$ cat src/rtl/sync_fifo_ram.sv
// Single-clock FIFO on a dual-port register array with a registered read port,
// occupancy count, level flags and sticky overflow/underflow error flags.
module sync_fifo_ram #(
    parameter int ADDR_WIDTH  = 4,
    parameter int DATA_WIDTH  = 8,
    parameter int AFULL_LEVEL = 2**ADDR_WIDTH - 2
) (
    input  logic                  clk,
    input  logic                  reset_n,
    input  logic                  wr_en,
    input  logic [DATA_WIDTH-1:0] din,
    input  logic                  rd_en,
    output logic [DATA_WIDTH-1:0] dout,
    output logic                  rd_valid,
    output logic                  full,
    output logic                  empty,
    output logic                  almost_full,
    output logic [ADDR_WIDTH:0]   count,
    output logic                  overflow,
    output logic                  underflow
);

    localparam int                DEPTH   = 2**ADDR_WIDTH;
    localparam logic [ADDR_WIDTH:0] DEPTH_C = (ADDR_WIDTH+1)'(DEPTH);
    localparam logic [ADDR_WIDTH:0] AFULL_C = (ADDR_WIDTH+1)'(AFULL_LEVEL);

    logic [DATA_WIDTH-1:0] mem_q [DEPTH];

    logic [ADDR_WIDTH-1:0] wr_ptr_q, wr_ptr_d;
    logic [ADDR_WIDTH-1:0] rd_ptr_q, rd_ptr_d;
    logic [ADDR_WIDTH:0]   count_q, count_d;
    logic [DATA_WIDTH-1:0] dout_q, dout_d;
    logic                  rd_valid_q, rd_valid_d;
    logic                  overflow_q, overflow_d;
    logic                  underflow_q, underflow_d;
    logic                  wr_acc, rd_acc;

    // Flags come straight from the registered count so they move with it.
    assign full        = (count_q == DEPTH_C);
    assign empty       = (count_q == '0);
    assign almost_full = (count_q >= AFULL_C);

    // Acceptance uses pre-edge flags: full+both reads only, empty+both writes only.
    assign wr_acc = wr_en && !full;
    assign rd_acc = rd_en && !empty;

    always_comb begin
        wr_ptr_d    = wr_ptr_q;
        rd_ptr_d    = rd_ptr_q;
        count_d     = count_q;
        dout_d      = dout_q;
        rd_valid_d  = rd_acc;
        overflow_d  = overflow_q  | (wr_en & full);
        underflow_d = underflow_q | (rd_en & empty);

        if (wr_acc) begin
            wr_ptr_d = wr_ptr_q + ADDR_WIDTH'(1);
        end
        if (rd_acc) begin
            rd_ptr_d = rd_ptr_q + ADDR_WIDTH'(1);
            dout_d   = mem_q[rd_ptr_q];
        end

        case ({wr_acc, rd_acc})
            2'b10:   count_d = count_q + (ADDR_WIDTH+1)'(1);
            2'b01:   count_d = count_q - (ADDR_WIDTH+1)'(1);
            default: count_d = count_q;
        endcase
    end

    // Storage carries no reset; writes during reset are discarded.
    always_ff @(posedge clk) begin
        if (reset_n && wr_acc) begin
            mem_q[wr_ptr_q] <= din;
        end
    end

    always_ff @(posedge clk) begin
        if (!reset_n) begin
            wr_ptr_q    <= '0;
            rd_ptr_q    <= '0;
            count_q     <= '0;
            dout_q      <= '0;
            rd_valid_q  <= 1'b0;
            overflow_q  <= 1'b0;
            underflow_q <= 1'b0;
        end else begin
            wr_ptr_q    <= wr_ptr_d;
            rd_ptr_q    <= rd_ptr_d;
            count_q     <= count_d;
            dout_q      <= dout_d;
            rd_valid_q  <= rd_valid_d;
            overflow_q  <= overflow_d;
            underflow_q <= underflow_d;
        end
    end

    assign dout      = dout_q;
    assign rd_valid  = rd_valid_q;
    assign count     = count_q;
    assign overflow  = overflow_q;
    assign underflow = underflow_q;

endmodule

$ cat config.mk
export PLATFORM = sky130hd
export DESIGN_NAME = sync_fifo_ram
export DESIGN_NICKNAME = d
export VERILOG_FILES = /design/src/rtl/sync_fifo_ram.sv
export SDC_FILE = /design/constraint.sdc
export NUM_CORES = 1
export LEC_CHECK = 0
export CAP_MARGIN = 10
export CORE_MARGIN = 5
export CORE_UTILIZATION = 60
export CTS_CLUSTER_DIAMETER = 150
export CTS_CLUSTER_SIZE = 8
export DETAILED_ROUTE_END_ITERATION = 10
export DONT_BUFFER_PORTS = 1
export PLACE_DENSITY = 0.8
export SKIP_CTS_REPAIR_TIMING = 1
export SYNTH_ARGS = -nofsm -noshare
export SYNTH_HDL_FRONTEND = slang
export SYNTH_SLANG_ARGS = --single-unit
export TNS_END_PERCENT = 20
$ cat constraint.sdc
create_clock -name clk -period 3.6 [get_ports clk]
set_input_delay 0.9 -clock clk [delete_from_list [all_inputs] [get_ports clk]]
set_output_delay 0.9 -clock clk [all_outputs]
set_load 0.01 [all_outputs]
# == Word level (Yosys, flattened, before mapping) ==
# Memories as Yosys holds them, arrays and structs flattened. A register that Yosys moved wholly into a read port is not among the register bits.
# Index checks and enable logic that the tools add are counted.
# op_classes
n_addsub,4
magnitude_cmp,1
eq_ne,3
n_mux,3
bitwise_logic,4
n_reduce_logical,8
# ops
operator,count
$pmux W5 S2,1
$add A4 B1 Y4 const B,2
$add A5 B1 Y5 const B,1
$eq A5 B5 Y1 const B,1
$ge A5 B4 Y1 const B,1
$logic_not A5 Y1,1
$sub A5 B1 Y5 const B,1
$logic_and A1 B1 Y1,3
$logic_not A1 Y1,3
$and A1 B1 Y1,2
$eq A2 B1 Y1 const B,1
$eq A2 B2 Y1 const B,1
$mux W1,2
$or A1 B1 Y1,2
$reduce_bool A2 Y1,1
# word_totals
ff_bits,16
mem_bits_rw,128
in_bits,12
output_inout_bits,19
word_cells,30
mem_count,1
# memory_table
name,depth,word_bits,rd,rd_ports_with_merged_regs,wr,line,source
mem_q,16,8,1,1,1,27,logic [DATA_WIDTH-1:0] mem_q [DEPTH];

# == Logic depth before layout (Yosys ltp) ==
# Gate-level depths: netlist of the first run.
# depth
ltp_word,6
depth_mapped,10

# == Worst setup path before layout of the first run ==
# Ideal clock, no wire load.
# synth_path
path_type,in2reg
startpoint,input rd_en
endpoint,register count_q[4] (netlist: count[4])
t_arrival_ns,2.804
slack_ns,0.725
stages,9
n_path_buf,2
path_cell_list,a21boi_0 -> buf_2 -> buf_2 -> ha_1 -> ha_1 -> a21o_1 -> a21oi_1 -> mux2i_1 -> mux2i_1
# synth_via
elab_chain_len,3
# synth_rtl
element,line,source
from (decl),12,"input logic rd_en,"
$logic_and A1 B1 Y1 *,45,assign rd_acc = rd_en && !empty;
net rd_acc,36,"logic wr_acc, rd_acc;"
$eq A2 B1 Y1 or $eq A2 B2 Y1 (tied branches),64,"case ({wr_acc, rd_acc})"
$pmux W5 S2 or $reduce_bool A2 Y1 (tied branches),n/a,
to (signal assigned),90,count_q <= count_d;
to (decl),31,"logic [ADDR_WIDTH:0] count_q, count_d;"
# The timed path passes the listed nets; every way through them passes the cells marked *.
# A chain may end at the register's enable or synchronous reset.

# == Final worst setup path of the first run ==
# layout_path
startpoint,register count_q[0] (netlist: count[0])
endpoint,register count_q[4] (netlist: count[4])
# layout_via
elab_chain_len,5
# layout_rtl
element,line
$eq A5 B5 Y1 or $logic_not A5 Y1 (tied branches),"39, 40"
$logic_not A1 Y1 (on tied branches),"44, 45"
$logic_and A1 B1 Y1 (on tied branches),"44, 45"
$eq A2 B1 Y1 or $eq A2 B2 Y1 (tied branches),64
$pmux W5 S2 or $reduce_bool A2 Y1 (tied branches),n/a
# Several ways; a longest one is shown, not always the timed one.

==> results.tsv, run 1 <==
metric	value	unit
outcome	finished clean	
clock_latency	0.52	ns
yosys_warnings	0	
synthTopCellsByArea	edfxtp_1, mux2i_1, dfxtp_1	
dieArea	0.0123	mm^2
core	0.00986	mm^2
rows	36	
die_y	111	um
vias	3329	
start_util	61.8	%
relSlewSlack	47.4	%
ios	31	
crit_type	reg2reg	
diodes	0	
timing.fmax	352	MHz
cts_buffers	17	
regToRegEndpoint	count[4]	
grt_pass1_vias	3346	
switchingPower	1.20	mW
critPathLaunchType	register	
finalWirelength	12000	um
worst_r2r_path_depth	9	
fin_crit	2.84	ns
reg2reg_from	count[0]	
ant_nets	0	
vias_per_cell	6.13	
grt_max_degree	45	
ys_seq_elements	152	
grt_overflow	0	
drive_above_1_share	9.51	%
post-route-drc-count	0	
p_leak	2.13	nW
clock-sinks	152	
synth_nets	419	
skew	0.00597	ns
fin_tns_setup	0	ns
first_iter_violations	301	
finalSetupViolations	0	
grt_usage	20.8	%
layout_common_cells	edfxtp_1, mux2i_1, o22ai_1	
path_max_fanout	6	
grt_pass1_wl	19100	um
h-tree-depth	4	
syn-cell-area	0.00610	mm^2
wl_per_cell	22.2	um
ir_drop	0.000366	V
worstMarginPinSlew	0.787	ns
clockPowerShare	36.2	%
crit_start	count[0]	
r2r_slack	0.76	ns
hold_path.class	in2reg	
area_growth	10.2	%
arrival	3.29	ns
firstDrtPassIters	4	
die_x	111	um
ys_seq_area_share	70.9	%
rsz0062_at_grt	false	
synthCells	397	
yosysTopAreaCell	edfxtp_1	
power.density	649	mW/mm^2
internal_power	3.17	mW
fin_nets	419	
cts_tree	yes	
slew_violations	0	
switching_share	27.5	%
fin_crit_sh	78.9	%
endpoint	count[4]	
gp_congestion	0.834	
cts_root_buf	clkbuf_8	
finalHoldViolations	0	
combPwrFrac	13.8	%
final_common_cell	edfxtp_1	
portBuffers	0	
synth_cell_types	35	
required	4.05	ns
maxCapViolCount	0	
postSynthAreaPerCell	15.4	um^2
clock_path_buffers	2	
post-route-util	68.2	%
antenna_found_initial	0	
synth_top_area_share	63.0	%
hpwlAfterDp	7650	um
p_seq_share	50.0	%
clk_pin_slew	0.06	ns
worst_setup_path_end_kind	register	
==> power by group through the flow <==
stage | logic [mW] | clock network [mW] | registers (mW)
2_1_floorplan | 0.497 | 0 | 2.16
3_3_place_gp | 0.568 | 0 | 2.21
3_5_place_dp | 0.589 | 0 | 2.22
4_1_cts | 0.596 | 1.60 | 2.18
5_1_grt | 0.672 | 1.68 | 2.20
6_report | 0.604 | 1.58 | 2.18
==> cells in the mapped netlist (all sizes together) <==
library cell  instances
edfxtp              128
mux2i                69
o22ai                32
dfxtp                24
nor2                 19
buf                  15
a21oi                12
o21ai                10
and2                  9
ha                    9
nor4                  9
clkbuf                7
nand2                 7
xnor2                 6
inv                   5
nand3                 5
nand3b                5
nor2b                 5
or3b                  4
o211ai                3
xor2                  3
a21o                  2
a211oi                1
a21boi                1
and3                  1
fa                    1
nand2b                1
nor3                  1
o21a                  1
or3                   1
or4                   1
==> cells by family (layout without fill, tap and decap cells) <==
family | after synthesis | in the layout | share of synthesized area [%]
DFF | 152 | 152 | 70.9
muxes | 69 | 69 | 11.3
and+or+nand+nor | 68 | 68 | 6.07
AOI/OAI and AO/OA | 62 | 62 | 6.32
buffers and inverters | 27 | 40 | 1.93
adders and majority gates | 10 | 10 | 2.17
xor gates and xnor gates | 9 | 9 | 1.29
==> through the flow <==
step	worst slack, ns	hold WS (ns)	power [mW]	std cells	instance area, um^2
finish	0.758	0.473	4.37	543	6720
global route	0.474	0.453	4.55	543	6720
CTS	0.746	0.453	4.38	543	6720
detailed placement	0.546	0.548	2.81	511	6190
global placement	0.647	0.531	2.78	511	6190
floorplan	0.725	0.509	2.66	397	6100
==> per-layer routing <==
metal  vias to the layer above  track usage [%]  routed length (um)
met4                         0             9.85                 426
met1                      1629             28.2                4970
met3                        38             6.22                1040
met5                         -                0                   0
met2                       136             31.0                5620
li1                       1526                -                   -
==> area by class of cell <==
cell class                 instances  area [um^2]
sequential                       152         4330
fill                             626         3140
multi-input combinational        218         1660
clock buffer                      19          422
tap                              133          166
clock inverter                    13          109
timing repair buffer               3         22.5
inverter                           5         18.8
==> worst min path at each step <==
| stage | start | to | depth (start not counted) |
|---|---|---|---|
| 6_report | din[1] | mem_q[3][1] | 0 |
| 5_1_grt | din[1] | mem_q[11][1] | 0 |
| 4_1_cts | din[1] | mem_q[11][1] | 0 |
| 3_5_place_dp | underflow | underflow | 2 |
| 3_3_place_gp | overflow | overflow | 1 |
| 2_1_floorplan | overflow | overflow | 1 |
==> state kept, by name (all words and copies together) (netlist names) <==
register	count
count	5
rd_ptr_q	4
dout	8
overflow	1
rd_valid	1
underflow	1
wr_ptr_q	4
mem_q	128
==> critical path: stages (launching register included) <==
cell and delay [ns]:
dfxtp_1 0.52, nor4_1 0.16, a21oi_1 0.46, inv_1 0.10, ha_1 0.31, fa_1 0.43, a21o_1 0.20, a21oi_1 0.16
mux2i_1 0.23, mux2i_1 0.19
(Power assumes the default switching activity.)
==> run 2: changes to the inputs <==
clock period = 2.8 ns   (was 3.6 ns; I/O delays follow)
==> run 2 against run 1 <==
Routed wire length up 6.1%. Global-route usage up 0.86 points. Flip-flop and latch count unchanged. Critical path type unchanged.
==> results.tsv, run 2 (same netlist as run 1, synthesis figures left out) <==
metric	value	unit
outcome	finished clean	
portBuffers	0	
first_iter_violations	247	
holdCritStartpoint	din[6]	
grt_usage	21.7	%
rows	36	
path_cells	nor4_1, a21boi_1, ha_1, fa_1, a21o_1, a21oi_1, mux2i_1, mux2i_1	
clk_pin_slew	0.06	ns
cts_root_buf	clkbuf_8	
post-route-util	70.1	%
grt_pass1_vias	3433	
vias_per_cell	6.17	
layout_common_cells	edfxtp_1, mux2i_1, o22ai_1	
reg2reg_from	count[2]	
required	3.25	ns
core	0.00986	mm^2
maxCapViolCount	0	
regToRegEndpoint	count[4]	
cts_buffers	17	
whs_path_depth	0	
skew	0.0117	ns
die_x	111	um
area_growth	13.3	%
path_max_fanout	6	
clock-sinks	152	
finalHoldViolations	0	
crit_top_cell	mux2i_1	
clock_latency	0.52	ns
p_leak	2.24	nW
die_y	111	um
crit_type	reg2reg	
timing.fmax	372	MHz
fin_nets	435	
r2r_slack	0.11	ns
antenna_found_initial	0	
slowest_stage	nor4_1	
slew_violations	0	
finalSetupViolations	0	
dieArea	0.0123	mm^2
post-route-drc-count	0	
cts_tree	yes	
grt_max_degree	33	
placed_area	0.00633	mm^2
ios	31	
vias	3451	
drive_above_1_share	13.1	%
fin_crit_sh	95.9	%
clock_path_buffers	2	
grt_pass1_wl	19900	um
rsz0062_at_grt	false	
firstDrtPassIters	5	
arrival	3.14	ns
crit_start	count[2]	
diodes	0	
final_cell_area	0.00691	mm^2
critPathLaunchType	register	
worst_r2r_path_depth	8	
top_register	mem_q	
hpwlAfterDp	8100	um
start_util	61.8	%
h-tree-depth	4	
worst_setup_path_end_kind	register	
hold_path.class	in2reg	
wl_per_cell	22.9	um
worstMarginPinSlew	0.832	ns
finalWirelength	12800	um
endpoint	count[4]	
power.density	849	mW/mm^2
crit_path_max_incr_delay	0.53	ns
final_common_cell	edfxtp_1	
ir_drop	0.000448	V
relSlewSlack	44.3	%
ant_nets	0	
grt_overflow	0	
fin_tns_setup	0	ns
fin_crit	2.69	ns
gp_congestion	0.844	
largest_reg_flops	128	
-- run 2: worst min path at each step --
stage | end | slack [ns]
final | mem_q[5][6] | 0.27
after global routing | mem_q[7][6] | 0.24
after CTS | mem_q[3][3] | 0.25
after detailed placement | overflow | 0.53
after global placement | overflow | 0.53
after floorplan | overflow | 0.51
-- run 2: cell type report --
type / instances / area (um^2)
fillers: 599 / 2950
flip-flops and latches: 152 / 4330
inverters: 5 / 18.8
clock buffers: 20 / 445
well taps: 133 / 166
multi-input cells: 218 / 1660
repair buffers: 19 / 155
clock inverters: 12 / 139
-- run 2: critical path, delay by kind of cell (launching register included) --
kind / cells / cell delay [ns]
flip-flops: 1 / 0.39
AND/OR/NAND/NOR: 1 / 0.53
AO/OA/AOI/OAI: 3 / 0.53
adder cells (fa/ha/maj): 2 / 0.74
multiplexers: 2 / 0.42
-- run 2: where the power goes --
group | total [mW] | switching (mW) | internal, mW
logic | 0.842 | 0.518 | 0.323
clock network | 2.23 | 0.906 | 1.33
registers | 2.79 | 0.194 | 2.60
-- run 2: metal layers --
metal | track usage (%) | vias up | part of all wire [%]
li1 | - | 1566 | -
met1 | 28.5 | 1727 | 41
met2 | 35.4 | 139 | 50
met3 | 6.39 | 19 | 7.6
met4 | 5.91 | 0 | 1.3
met5 | 0 | - | 0
-- run 2: metrics by stage --
stage | setup WS, ns | hold WS [ns] | instances | power [mW]
after global placement | 0.264 | 0.531 | 527 | 3.60
after global routing | 0.0485 | 0.238 | 559 | 6.09
final | 0.114 | 0.269 | 559 | 5.87
after detailed placement | 0.207 | 0.532 | 527 | 3.66
after CTS | 0.120 | 0.250 | 559 | 5.87
after floorplan | 0.0248 | 0.509 | 397 | 3.41
==> patch, RTL diff (flow settings as in run 2) <==
`ADDR_WIDTH`: 4 -> 3.
--- a/src/rtl/sync_fifo_ram.sv
+++ b/src/rtl/sync_fifo_ram.sv
@@ -1,7 +1,7 @@
 // Single-clock FIFO on a dual-port register array with a registered read port,
 // occupancy count, level flags and sticky overflow/underflow error flags.
 module sync_fifo_ram #(
-    parameter int ADDR_WIDTH  = 4,
+    parameter int ADDR_WIDTH  = 3,
     parameter int DATA_WIDTH  = 8,
     parameter int AFULL_LEVEL = 2**ADDR_WIDTH - 2
 ) (
Interface: changed (resized count); port bits go from 31 to 30. The function was not compared with the original's and may differ.
==> patch against run 2 <==
Sequential power down 42%. Cell area shrank 47%. Sequential cell count fell by 67. Synthesized area shrank 45%. Total power is 47% lower. Wire length down 52%. Cell count down 47%. Worst setup slack better by 70 ps. Via count is 49% lower. Largest power group unchanged.
==> patch: results (changes against run 2) <==
Final layout:
- The number of flip-flops under the largest register name came to 64 (was 128).
- The count of non-CTS inverters in the layout is 1 (was 5).
- The number of filler cells placed in the layout is 358 (was 599).
- The final-stage net count is 234 (was 435).
- The fraction of layout instances using a drive strength above 1 is 0.212 (was 0.131).
- The proportion of final cell area spent on non-clock buffers is 0.0308 (was 0.0225).

Critical path:
- The arrival time reported for the critical path endpoint was 2870 ps (was 3140 ps).
- The worst-case reg-to-reg path depth is 9 (was 8).
- The largest fanout on the critical path is 8 (was 6).
- The master of the slowest instance on the critical path is sky130_fd_sc_hd__or4b_1 (was sky130_fd_sc_hd__nor4_1).
- The flop-to-flop setup slack is 180 ps (was 110 ps).

GRT:
- The global-route wire length before repair was 9.96 mm (was 19.9 mm).
- The via count of the first global-routing pass is 1842 (was 3433).

Clocking:
- The clock network latency to the later pin of the worst-skew pair is 340 ps (was 520 ps).

Synth:
- The number of flip-flops and latches in the synthesized netlist is 85 (was 152).
- Main area contributors after synthesis: sky130_fd_sc_hd__edfxtp_1, sky130_fd_sc_hd__dfxtp_1, sky130_fd_sc_hd__mux4_2 (was sky130_fd_sc_hd__edfxtp_1, sky130_fd_sc_hd__mux2i_1, sky130_fd_sc_hd__dfxtp_1).
- The synthesized instance count was 201 (was 397).
- The net count after synthesis came to 218 (was 419).
- Commonest cells in the synthesized netlist: sky130_fd_sc_hd__edfxtp_1, sky130_fd_sc_hd__dfxtp_1, sky130_fd_sc_hd__mux4_2 (was sky130_fd_sc_hd__edfxtp_1, sky130_fd_sc_hd__mux2i_1, sky130_fd_sc_hd__o22ai_1).

Pwr:
- The part of the total power dissipated in sequential elements is 0.524 (was 0.476).

Timing:
- The worst clock skew on the final layout came to 5.69 ps (was 11.7 ps).
- The final hold slack is 448 ps (was 269 ps).

Detailed routing:
- The initial DRC count was 105 (was 247).
- The via count normalized by instance count is 6.00 (was 6.17).

Outcome:
- Run status: finished clean (unchanged).
## patch: cell count changes after synthesis, sizes merged, moves of 8 or more
cell / change
a21oi: -8
buf: -9
edfxtp: -64
mux2i: -66
mux4: +16
nor2: -9
o22ai: -24
## patch: cells by family (layout without fill, tap and decap cells)
group | Yosys count | count (layout) | synth area share
xor gates and xnor gates | 7 | 7 | 0.0184
AOI/OAI and AO/OA | 27 | 27 | 0.0492
buffers and inverters | 11 | 32 | 0.0173
and+or+nand+nor | 47 | 47 | 0.0769
DFF | 85 | 85 | 0.702
muxes | 19 | 19 | 0.117
adders and majority gates | 5 | 5 | 0.0188
## patch: per-stage QoR
step	utilization	worst slack (ps)	total power, mW
after floorplan	-	326	2.17
after global placement	0.640	438	2.32
after detailed placement	0.640	236	2.38
after CTS	0.672	206	3.12
after global routing	0.672	70.3	3.27
final	0.672	184	3.09
## patch: layer usage
| metal | part of all wire | up-vias | global-route usage |
|---|---|---|---|
| li1 | - | 811 | - |
| met1 | 0.38 | 875 | 0.227 |
| met2 | 0.53 | 72 | 0.321 |
| met3 | 0.081 | 6 | 0.0697 |
| met4 | 0.010 | 0 | 0.0633 |
| met5 | 0 | - | 0 |
## patch: worst paths after layout
| check | startpoint | end |
|---|---|---|
| worst min-delay path | din[1] | mem_q[6][1] |
| worst max-delay path | count[2] | count[2] |
| worst min register to register | wr_ptr_q[1] | wr_ptr_q[1] |
| worst max register to register | count[2] | count[2] |
## patch: critical path: cells and delay by family (launching register included)
kind	cells	cell delay (ps)
flops	1	310
compound gates	2	380
simple gates	3	1150
fa+ha+maj	2	460
xor+xnor	2	230
